`config.mk`:
```
export PLATFORM = sky130hd
export DESIGN_NAME = fetch_unit
export DESIGN_NICKNAME = d
export VERILOG_FILES = /design/src/rtl/cpu_pkg.sv /design/src/rtl/branch_resolve.sv /design/src/rtl/fetch_unit.sv
export SDC_FILE = /design/constraint.sdc
export NUM_CORES = 1
export LEC_CHECK = 0
export CORE_UTILIZATION = 38
export DETAILED_ROUTE_END_ITERATION = 7
export GPL_ROUTABILITY_DRIVEN = 1
export HOLD_SLACK_MARGIN = 0.05
export PLACE_DENSITY = 0.75
export SLEW_MARGIN = 25
export SYNTH_ARGS = -nofsm -noshare
export SYNTH_HDL_FRONTEND = slang
export SYNTH_SLANG_ARGS = --single-unit
```
`constraint.sdc`:
```
create_clock -name clk -period 1.23 [get_ports clk]
set_input_delay 0.123 -clock clk [delete_from_list [all_inputs] [get_ports clk]]
set_output_delay 0.123 -clock clk [all_outputs]
set_load 0.05 [all_outputs]
```
`src/rtl/cpu_pkg.sv`:
```
// Shared definitions for the 8-bit CPU.
// Opcodes, filler word and instruction field helpers.
package cpu_pkg;

  localparam logic [3:0] OP_NOP = 4'b0000;
  localparam logic [3:0] OP_ADD = 4'b0001;
  localparam logic [3:0] OP_INC = 4'b0111;
  localparam logic [3:0] OP_MOV = 4'b1000;
  localparam logic [3:0] OP_CMP = 4'b1001;
  localparam logic [3:0] OP_JNZ = 4'b1011;
  localparam logic [3:0] OP_JMP = 4'b1100;

  localparam logic [7:0] NOP_WORD = 8'h00;

  function automatic logic [3:0] op_of(
    input logic [7:0] instr
  );
    return instr[7:4];
  endfunction

  function automatic logic [3:0] tgt_of(
    input logic [7:0] instr
  );
    return instr[3:0];
  endfunction

endpackage

```
`src/rtl/branch_resolve.sv`:
```
// Jump decision for the instruction register.
// Pure combinational: take flag and redirect target.
module branch_resolve #(
  parameter int PC_WIDTH = 8
) (
  input  logic [7:0]          ir,
  input  logic                ir_valid,
  input  logic                zero_flag,
  output logic                take,
  output logic [PC_WIDTH-1:0] target
);
  import cpu_pkg::*;

  logic is_jmp;
  logic is_jnz;

  assign is_jmp = (op_of(ir) == OP_JMP);
  assign is_jnz = (op_of(ir) == OP_JNZ);
  assign target = PC_WIDTH'(tgt_of(ir));

  // Only a real fetched jump may redirect the PC.
  always_comb begin
    take = 1'b0;
    unique case (1'b1)
      is_jmp:  take = ir_valid;
      is_jnz:  take = ir_valid & ~zero_flag;
      default: take = 1'b0;
    endcase
  end

endmodule

```
`src/rtl/fetch_unit.sv`:
```
// Instruction fetch stage: PC, IR and jump squash.
// Priority per edge: reset > stall > taken jump > sequential.
module fetch_unit #(
  parameter int         PC_WIDTH = 8,
  parameter logic [7:0] NOP_WORD = cpu_pkg::NOP_WORD
) (
  input  logic                clk,
  input  logic                rst,
  input  logic [7:0]          instr_in,
  input  logic                zero_flag,
  input  logic                stall,
  output logic [PC_WIDTH-1:0] pc_out,
  output logic [7:0]          ir_out,
  output logic                ir_valid,
  output logic                branch_taken
);

  logic                take;
  logic [PC_WIDTH-1:0] target;

  branch_resolve #(
    .PC_WIDTH (PC_WIDTH)
  ) u_br (
    .ir        (ir_out),
    .ir_valid  (ir_valid),
    .zero_flag (zero_flag),
    .take      (take),
    .target    (target)
  );

  // PC/IR update: hold on stall, squash on jump, else fetch.
  always_ff @(posedge clk) begin
    if (rst) begin
      pc_out       <= '0;
      ir_out       <= NOP_WORD;
      ir_valid     <= 1'b0;
      branch_taken <= 1'b0;
    end else if (stall) begin
      branch_taken <= 1'b0;
    end else if (take) begin
      pc_out       <= target;
      ir_out       <= NOP_WORD;
      ir_valid     <= 1'b0;
      branch_taken <= 1'b1;
    end else begin
      pc_out       <= pc_out + 1'b1;
      ir_out       <= instr_in;
      ir_valid     <= 1'b1;
      branch_taken <= 1'b0;
    end
  end

endmodule

```
======== Word-level counts from Yosys, hierarchy flattened ========
Index checks and enable logic that the tools add are counted.
word-level totals
  flip-flop bits (word level) ............. 18
  input bits .............................. 12
  output and inout bits ................... 18
  logic and storage cells ................. 15
cells by class
  add/sub/neg operators ................... 1
  equality and inequality tests ........... 2
  multiplexer cells ....................... 5
  bitwise logic cells ..................... 2
  reduce and logical (&&, ||, !) cells .... 1
operators by type and width
  cell                   count
  $mux W8                2
  $add A8 B1 Y8 const B  1
  $eq A4 B4 Y1 const B   2
  $mux W1                2
  $pmux W1 S2            1
  $reduce_or A2 Y1       1
  $and A1 B1 Y1          1
  $not A1 Y1             1

======== Longest topological paths before layout ========
Gate-level depths: netlist of the first run.
  depth in word-level cells ............... 4
  depth in mapped cells ................... 5
  depth with buffers taken out ............ 5

======== By module ========
Synthesis of the first run repeated with hierarchy kept, for this count alone.
second synthesis, totals
  cells, all modules ...................... 106
  area total of the unflattened synthesis .. 918.4 sq um
modules (own cells, without submodules)
  module          instances  cells an instance  area each (sq um)  seq. area each (sq um)
  fetch_unit      1          94                 824.5              360.3
  branch_resolve  1          12                 93.8               0.0

======== Least setup slack after synthesis of the first run ========
No wires, ideal clock.
  path type ............................... register to register
  start point ............................. register ir_out[6]
  end point ............................... register pc_out[1]
  library setup time ...................... 0.135 ns
  data arrival time ....................... 1.475 ns
  required time ........................... 1.095 ns
  setup slack ............................. -0.380 ns
  cell stages (with the launch flop) ...... 6
  path buffers ............................ 1
  period minus slack after synthesis ...... 1.610 ns
  cells stage by stage .................... dfxtp_1 -> and4bb_1 -> o211ai_2 -> buf_6 -> mux2i_1 -> a211oi_2
between the ends
  cells in the longest elaborated chain, start to end .. 3
  elaborated cells between the ends (all ways) .. 4
  classes of those cells .................. eq/ne: 2; mux: 2
RTL lines
  what                                    RTL line                                    text
  start, declared                         fetch_unit.sv:13                            output logic [7:0] ir_out,
  start signal, assigned                  fetch_unit.sv:47                            ir_out <= instr_in;
  $eq A4 B4 Y1, on equally long branches  branch_resolve.sv:18, branch_resolve.sv:17
  $pmux W1 S2 *                           branch_resolve.sv:24                        unique case (1'b1)
  $mux W8 *                               fetch_unit.sv:40                            end else if (take) begin
  end signal, assigned                    fetch_unit.sv:41                            pc_out <= target;
  end signal, assigned                    fetch_unit.sv:46                            pc_out <= pc_out + 1'b1;
  end, declared                           fetch_unit.sv:12                            output logic [PC_WIDTH-1:0] pc_out,
Every way passes the cells marked *; elsewhere a longest branch is shown, timed or not.
A chain may end at the register's enable or synchronous reset.

======== Final worst setup path of the first run ========
  start point ............................. register ir_out[5]
  end point ............................... register ir_out[5]
between the ends
  cells in the longest elaborated chain, start to end .. 3
  elaborated cells between the ends (all ways) .. 4
  classes of those cells .................. eq/ne: 2; mux: 2
RTL lines
  what                                    RTL line
  $eq A4 B4 Y1, on equally long branches  branch_resolve.sv:18, branch_resolve.sv:17
  $pmux W1 S2 *                           branch_resolve.sv:24
  $mux W8 *                               fetch_unit.sv:40
Marked as above.

==> results.json, run 1 <==
{
  "status": "finished with violations",
  "violations": "negative setup slack",
  "fp.dieArea_mm2": 0.00230,
  "peakVddDrop_uv": 682,
  "dpl.cell_count": 164,
  "cp_max_fo": 9,
  "min_path_type": "input pin to flip-flop",
  "fin_nets": 156,
  "finalCriticalPeriod_ps": 1460,
  "postLayoutCoreUtil_pct": 77.2,
  "syn_nets": 111,
  "synthCells": 98,
  "cts_tree": "yes",
  "synthDistinctLibCells": 26,
  "vias": 895,
  "grt_remaining_overflow": 0,
  "place.gp.congestion": 0.783,
  "start_kind": "flip-flop",
  "drv_cap": 0,
  "slew_headroom_pct": 71.9,
  "ys_top_cells_by_count": "18 x dfxtp_1, 18 x nand2_1, 12 x nand3_1",
  "dpl.hpwl_mm": 1.72,
  "clk_pin_slew_ps": 100,
  "avgSynthCellArea_um2": 8.20,
  "setup_violations": 17,
  "antenna_cells": 0,
  "ioPinCount": 30,
  "grt_max_degree": 20,
  "dr.first_iter.drc_count": 25,
  "hold_slack_ps": 388,
  "leakagePower_nw": 0.589,
  "drt.antenna.violating_nets": 0,
  "core-area_mm2": 0.00198,
  "grt.total_usage_pct": 21.6,
  "antenna_found_initial": 0,
  "setup_ws_ps": -231,
  "drc_errors": 0,
  "ys_ff_latch": 18,
  "drive_gt1_share_pct": 40.1,
  "die_w_um": 48.0,
  "grt_setup_unrepaired": "true",
  "syn-cell-area_um2": 803,
  "fp-row-count": 16,
  "pre_cts_ws_ps": -377,
  "routed_wl_mm": 2.43,
  "post_dp_cell_area_mm2": 0.00144,
  "grt_pass1_vias": 777,
  "finalHoldViolations": 0,
  "finalPower_mw": 1.36,
  "yosysSeqAreaShare_pct": 44.9,
  "r2r_slack_ps": -230,
  "cts_made_buffers": 3,
  "cts-root-buf": "clkbuf_4",
  "fin_setup_tns_ps": -2420,
  "powerDensity_mw_per_mm2": 887,
  "area_delta_synth_final_pct": 90.5,
  "yosys_warnings": 0,
  "insertion_delay_ps": 310,
  "crit_type": "flip-flop to flip-flop",
  "start_util_pct": 40.5,
  "synthArstFlopShare_pct": 0,
  "dr.pass1.iters": 4,
  "synth-main-ff-cell": "dfxtp_1",
  "synth_edf_count": 0,
  "report.final.slew_viol_count": 0,
  "cts_htree_levels": 1,
  "die_h_um": 48.0,
  "viasPerCell": 5.30,
  "synth_top_area_share_pct": 44.9,
  "cp-end-kind": "flip-flop",
  "clock-sinks": 18,
  "fin_crit_sh_pct": 119,
  "skew_ps": 4.54,
  "fmax_ghz": 0.685,
  "synth_area_leaders": "dfxtp_1 45%, nand2_1 8.4%, nand3_1 7.5%",
  "postLayoutCellArea_mm2": 0.00153,
  "arrival_ps": 1690,
  "post-cts-setup-buffer-count": 0,
  "yosysTopAreaCell": "dfxtp_1",
  "grt_pass1_wl_mm": 3.36,
  "final_cells": 169,
  "io_buffer_count": 29,
  "wl_per_cell_um": 14.4,
  "worstMarginPinSlew_ps": 420,
  "clk_path_buf_depth": 2,
  "hold_buffers": 0,
  "cp.required_ps": 1460
}
==> timing repair <==
item	CTS	global route
pin swaps	0	2
resized for setup	1	5
endpoints found under the setup margin	17	17
cloned	0	1
==> sequential cells by signal (all words and copies together) (netlist names) <==
name and flops:
pc_out 8, ir_out 8, ir_valid 1, branch_taken 1
==> cell families after synthesis <==
family          Yosys count  synth area share (%)
mux                       1                  1.25
buf+inv                   9                  5.45
fa+ha+maj                 1                  1.56
compound gates           17                  13.7
xor+xnor                  3                  3.27
flops                    18                  44.9
simple gates             49                  29.9
==> report_power, final <==
group	total [mW]	internal, mW	switching, mW
clock network	0.379	0.181	0.198
registers	0.634	0.605	0.0291
logic	0.344	0.174	0.170
total	1.36	0.960	0.397
==> worst max-delay path: stages (launching register included) <==
cell and delay, ps:
dfxtp_4 370, and4bb_1 230, o211ai_4 240, clkbuf_16 200, nand3_1 110, a21oi_1 220
==> per-layer routing <==
layer / track usage (%) / part of all wire (%) / up-vias
li1: - / - / 429
met1: 24.9 / 39 / 414
met2: 37.6 / 54 / 45
met3: 5.66 / 5.6 / 7
met4: 8.89 / 2.0 / 0
met5: 0 / 0 / -
==> final timing paths <==
check,startpoint,endpoint,depth (start not counted)
min,instr_in[3],ir_out[3]$_SDFFE_PP0N_,3
max reg2reg,ir_out[5]$_SDFFE_PP0N_,ir_out[5]$_SDFFE_PP0N_,5
min reg2reg,ir_valid$_SDFFE_PP0N_,ir_valid$_SDFFE_PP0N_,2
max,ir_out[5]$_SDFFE_PP0N_,ir_out[5]$_SDFFE_PP0N_,5
==> cell type report <==
class	count	area (um^2)
Multi-Input combinational cell	71	435
Fill cell	128	452
Sequential cell	18	385
Timing Repair Buffer	46	628
Inverter	3	11.3
Tap cell	27	33.8
Clock buffer	4	36.3
==> cells in the final DEF, fill, tap and decap left out, types with 2 or more instances in the layout <==
cell             count
buf_4               15
nand3b_1             3
buf_12              19
dfxtp_1              8
dfxtp_2              5
nand3_1             11
dfxtp_4              5
nand2_1             18
a31oi_1              3
nor3_1               5
inv_1                3
a21oi_1              7
nor2_1               4
a21oi_2              2
xnor2_1              3
clkbuf_4             3
clkdlybuf4s50_1     11
Power figures use the tool's default switching activity.
==> run 2: changes to the inputs <==
PLACE_DENSITY = 0.73   (was 0.75)
==> run 2 against run 1 <==
First-iteration DRC count down 32%. Global-route usage up 0.42 points. Clock power fell by 4%. Largest cell class unchanged. The run still ends with negative setup slack left. Setup slack better by 57 ps. Register-to-register slack improved by 60 ps. Count of clock-buffer cells in the layout stayed put. Clock skew up 5.0 ps. Final area is 1.5% higher. Combinational power increased by 5%.
==> results.json, run 2 (same netlist as run 1, synthesis figures left out) <==
{
  "postLayoutCellArea_mm2": 0.00155,
  "r2r_cells": 5,
  "setup_violations": 17,
  "grt_pass1_wl_mm": 3.45,
  "skew_ps": 9.57,
  "min_path_type": "input pin to flip-flop",
  "final_cells": 170,
  "report.final.slew_viol_count": 0,
  "leakagePower_nw": 0.588,
  "layout_common_cells": "20 x buf_12, 18 x nand2_1, 15 x buf_4",
  "dr.first_iter.drc_count": 17,
  "multi_input_area_um2": 452,
  "violations": "negative setup slack",
  "core-area_mm2": 0.00198,
  "fin_crit_sh_pct": 114,
  "drive_gt1_share_pct": 44.1,
  "drt.antenna.violating_nets": 0,
  "fmax_ghz": 0.712,
  "top_layer_used": "met4",
  "cts_made_buffers": 3,
  "cts_htree_levels": 1,
  "post_dp_cell_area_mm2": 0.00146,
  "clk_pin_slew_ps": 100,
  "cts_tree": "yes",
  "fin_nets": 157,
  "clock-sinks": 18,
  "clk_path_buf_depth": 2,
  "viasPerCell": 5.22,
  "route.met2.wl_mm": 1.27,
  "finalHoldViolations": 0,
  "die_h_um": 48.0,
  "dr.pass1.iters": 4,
  "layout_commonest_cell": "buf_12",
  "powerDensity_mw_per_mm2": 874,
  "start_kind": "flip-flop",
  "fp.dieArea_mm2": 0.00230,
  "holdPathStages": 3,
  "slew_headroom_pct": 71.9,
  "reg_top3": "ir_out (8), pc_out (8)",
  "peakVddDrop_uv": 1240,
  "status": "finished with violations",
  "cp-end-kind": "flip-flop",
  "place.gp.congestion": 0.754,
  "cts-root-buf": "clkbuf_4",
  "seq_area_um2": 385,
  "nFillCells": 125,
  "cp.required_ps": 1410,
  "dpl.hpwl_mm": 1.62,
  "ioPinCount": 30,
  "wl_per_cell_um": 14.4,
  "antenna_found_initial": 0,
  "drv_cap": 0,
  "pre_cts_ws_ps": -318,
  "hold_buffers": 0,
  "wl_met1_mm": 1.02,
  "area_delta_synth_final_pct": 93.3,
  "vias": 888,
  "grt_setup_unrepaired": "true",
  "grt_pass1_vias": 794,
  "finalPower_mw": 1.36,
  "arrival_ps": 1590,
  "cp_max_fo": 7,
  "finalCriticalPeriod_ps": 1400,
  "routed_wl_mm": 2.45,
  "worstMarginPinSlew_ps": 420,
  "dpl.cell_count": 165,
  "setup_ws_ps": -174,
  "met3_length_um": 106,
  "grt_remaining_overflow": 0,
  "start_util_pct": 40.5,
  "insertion_delay_ps": 300,
  "fp-row-count": 16,
  "io_buffer_count": 29,
  "drc_errors": 0,
  "grt.total_usage_pct": 22.0,
  "die_w_um": 48.0,
  "crit_type": "flip-flop to flip-flop",
  "fin_setup_tns_ps": -2110,
  "grt_max_degree": 20,
  "antenna_cells": 0
}
-- run 2: cell types whose count changed in the layout (fill, tap and decap cells not counted), sizes merged --
cell / previous run / this run
buf: 34 / 36
clkbuf: 5 / 4
-- run 2: layout make-up --
type,count,share of cell area (%)
tap,27,2.18
inverter,3,0.725
multi-input combinational,71,29.1
sequential,18,24.8
timing repair buffer,47,40.9
clock buffer,4,2.34
-- run 2: worst paths after layout --
path / startpoint / end / slack (ps)
max: ir_out[4]$_SDFFE_PP0N_ / pc_out[1]$_SDFFE_PP0N_ / -170
min: instr_in[0] / ir_out[0]$_SDFFE_PP0N_ / 400
max reg2reg: ir_out[4]$_SDFFE_PP0N_ / pc_out[1]$_SDFFE_PP0N_ / -170
min reg2reg: ir_out[6]$_SDFFE_PP0N_ / ir_out[6]$_SDFFE_PP0N_ / 500
-- run 2: what timing repair did --
item / CTS / global route
setup buffers: 1 / 0
resized for setup: 3 / 10
endpoints found under the hold margin: 0 / 0
pin swaps: 5 / 3
setup endpoints to repair: 17 / 17
-- run 2: where the power goes --
group	switching [mW]	leakage [nW]	total, mW	internal, mW
combinational	0.176	0.414	0.360	0.183
sequential	0.0292	0.153	0.634	0.605
clock	0.183	0.0210	0.364	0.181
-- run 2: through the flow --
stage               hold slack (ps)  utilization (%)
global placement                474             73.5
CTS                             383             76.3
detailed placement              489             73.5
global route                    408             78.3
floorplan                       178                -
finish                          396             78.3
-- run 2: per-layer routing --
layer / up-vias / track usage [%]
li1: 432 / -
met1: 425 / 27.0
met2: 25 / 36.5
met3: 6 / 7.17
met4: 0 / 6.67
met5: - / 0
-- run 2: critical path, stage by stage (launching register included) --
cell and delay (ps):
dfxtp_4 370, and4bb_1 200, o211ai_2 260, buf_12 160, mux2i_4 210, a211oi_2 80
==> run 3: changes to the inputs <==
PLACE_DENSITY = not set   (was 0.73)
PLACE_DENSITY_LB_ADDON = 0.2   (was not set)
==> run 3 against run 2 <==
The run still ends with negative setup slack left. Critical path depth is the same. Largest cell class unchanged. Via count fell by 2.9%. Hold slack worse by 3.8 ps. Critical endpoint unchanged. Register-to-register slack improved by 30 ps.
==> results.json, run 3 (same netlist as run 1, synthesis figures left out) <==
{
  "status": "finished with violations",
  "violations": "negative setup slack",
  "layout_commonest_cell": "buf_12",
  "cp_max_fo": 20,
  "slowest_delay_ps": 370,
  "report.final.slew_viol_count": 0,
  "multi_input_area_um2": 408,
  "start_util_pct": 40.5,
  "p_clk_share_pct": 27.4,
  "holdPathStages": 3,
  "dr.first_iter.drc_count": 13,
  "min_path_type": "input pin to flip-flop",
  "io_buffer_count": 29,
  "clock-sinks": 18,
  "cp-end-kind": "flip-flop",
  "p_switching_mw": 0.374,
  "worstMarginPinSlew_ps": 411,
  "cp.buffers_inverters": 1,
  "grt_remaining_overflow": 0,
  "p_int_mw": 0.958,
  "nFillCells": 145,
  "routed_wl_mm": 2.09,
  "core-area_mm2": 0.00198,
  "p_seq_share_pct": 47.8,
  "antenna_found_initial": 0,
  "fp-row-count": 16,
  "pre_cts_ws_ps": -328,
  "drt.antenna.violating_nets": 0,
  "clk_pin_slew_ps": 110,
  "fin_setup_tns_ps": -968,
  "grt_pass1_wl_mm": 3.24,
  "leakagePower_nw": 0.567,
  "cts_htree_levels": 1,
  "postLayoutCoreUtil_pct": 74.2,
  "dr.pass1.iters": 4,
  "crit_family": "flip-flops",
  "final_cells": 167,
  "drive_gt1_share_pct": 36.4,
  "clk_path_buf_depth": 2,
  "slew_headroom_pct": 72.4,
  "arrival_ps": 1550,
  "skew_ps": 7.39,
  "slowest_stage": "dfxtp_4",
  "area_delta_synth_final_pct": 83.0,
  "crit_type": "flip-flop to flip-flop",
  "path_depth": 5,
  "cts_made_buffers": 3,
  "reg_top3": "ir_out (8), pc_out (8)",
  "fin_crit_sh_pct": 112,
  "die_w_um": 48.0,
  "finalPower_mw": 1.33,
  "cts_tree": "yes",
  "vias": 862,
  "place.gp.congestion": 0.780,
  "hold_buffers": 0,
  "wl_per_cell_um": 12.5,
  "drc_errors": 0,
  "setup_violations": 15,
  "dpl.cell_count": 163,
  "netSwitchingFraction_pct": 28.1,
  "grt_pass1_vias": 738,
  "cp.required_ps": 1410,
  "grt_setup_unrepaired": "true",
  "insertion_delay_ps": 290,
  "finalCriticalPeriod_ps": 1370,
  "hold_slack_ps": 392,
  "powerDensity_mw_per_mm2": 905,
  "fin_nets": 154,
  "crit_chain": "and4bb_1, o211ai_2, buf_12, mux2i_2, a211oi_2",
  "die_h_um": 48.0,
  "setup_ws_ps": -142,
  "dpl.hpwl_mm": 1.58,
  "start_kind": "flip-flop",
  "peakVddDrop_uv": 763,
  "layout_common_cells": "19 x buf_12, 18 x nand2_1, 14 x buf_4",
  "combinationalPowerShare_pct": 24.8,
  "drv_cap": 0,
  "grt.total_usage_pct": 20.8,
  "fmax_ghz": 0.729,
  "r2r_cells": 5,
  "antenna_cells": 0,
  "seq_area_um2": 385,
  "postLayoutCellArea_mm2": 0.00147,
  "ioPinCount": 30,
  "post_dp_cell_area_mm2": 0.00143,
  "finalHoldViolations": 0,
  "fp.dieArea_mm2": 0.00230,
  "viasPerCell": 5.16,
  "grt_max_degree": 21,
  "cts-root-buf": "clkbuf_4"
}
## run 3: changes by cell type in the layout (fill, tap and decap cells not counted), sizes merged
cell / delta
buf: -3
## run 3: cell type report
cell class	count	share of cell area [%]
Inverter	3	0.766
Tap cell	27	2.30
Multi-Input combinational cell	71	27.7
Sequential cell	18	26.2
Clock buffer	4	2.47
Timing Repair Buffer	44	40.5
## run 3: worst reg2reg max path, cell delays in order, from the launching register on
cell      delay [ps]
dfxtp_4          370
and4bb_1         210
o211ai_2         180
buf_12           180
mux2i_2          230
a211oi_2          80
## run 3: metal layers
metal / GRT usage, % / vias up / part of all wire (%)
li1: - / 423 / -
met1: 25.5 / 413 / 42
met2: 35.1 / 24 / 54
met3: 3.40 / 2 / 3.1
met4: 10.0 / 0 / 1.2
met5: 0 / - / 0
## run 3: power groups by stage
| stage | registers, mW | logic [mW] | clock network (mW) |
|---|---|---|---|
| 5_1_grt | 0.639 | 0.350 | 0.389 |
| 6_report | 0.636 | 0.330 | 0.365 |
| 4_1_cts | 0.636 | 0.329 | 0.371 |
| 3_3_place_gp | 0.648 | 0.324 | 0 |
| 3_5_place_dp | 0.649 | 0.329 | 0 |
| 2_1_floorplan | 0.723 | 0.0633 | 0 |
## run 3: worst paths after layout
path	from	end	slack, ps
max	ir_out[6]$_SDFFE_PP0N_	pc_out[1]$_SDFFE_PP0N_	-140
min	instr_in[1]	ir_out[1]$_SDFFE_PP0N_	390
max reg2reg	ir_out[6]$_SDFFE_PP0N_	pc_out[1]$_SDFFE_PP0N_	-140
min reg2reg	ir_valid$_SDFFE_PP0N_	ir_valid$_SDFFE_PP0N_	500
## run 3: repair_timing
action,CTS,global route
setup buffers,0,0
endpoints found under the setup margin,16,17
cloned,0,0
resized for setup,0,1
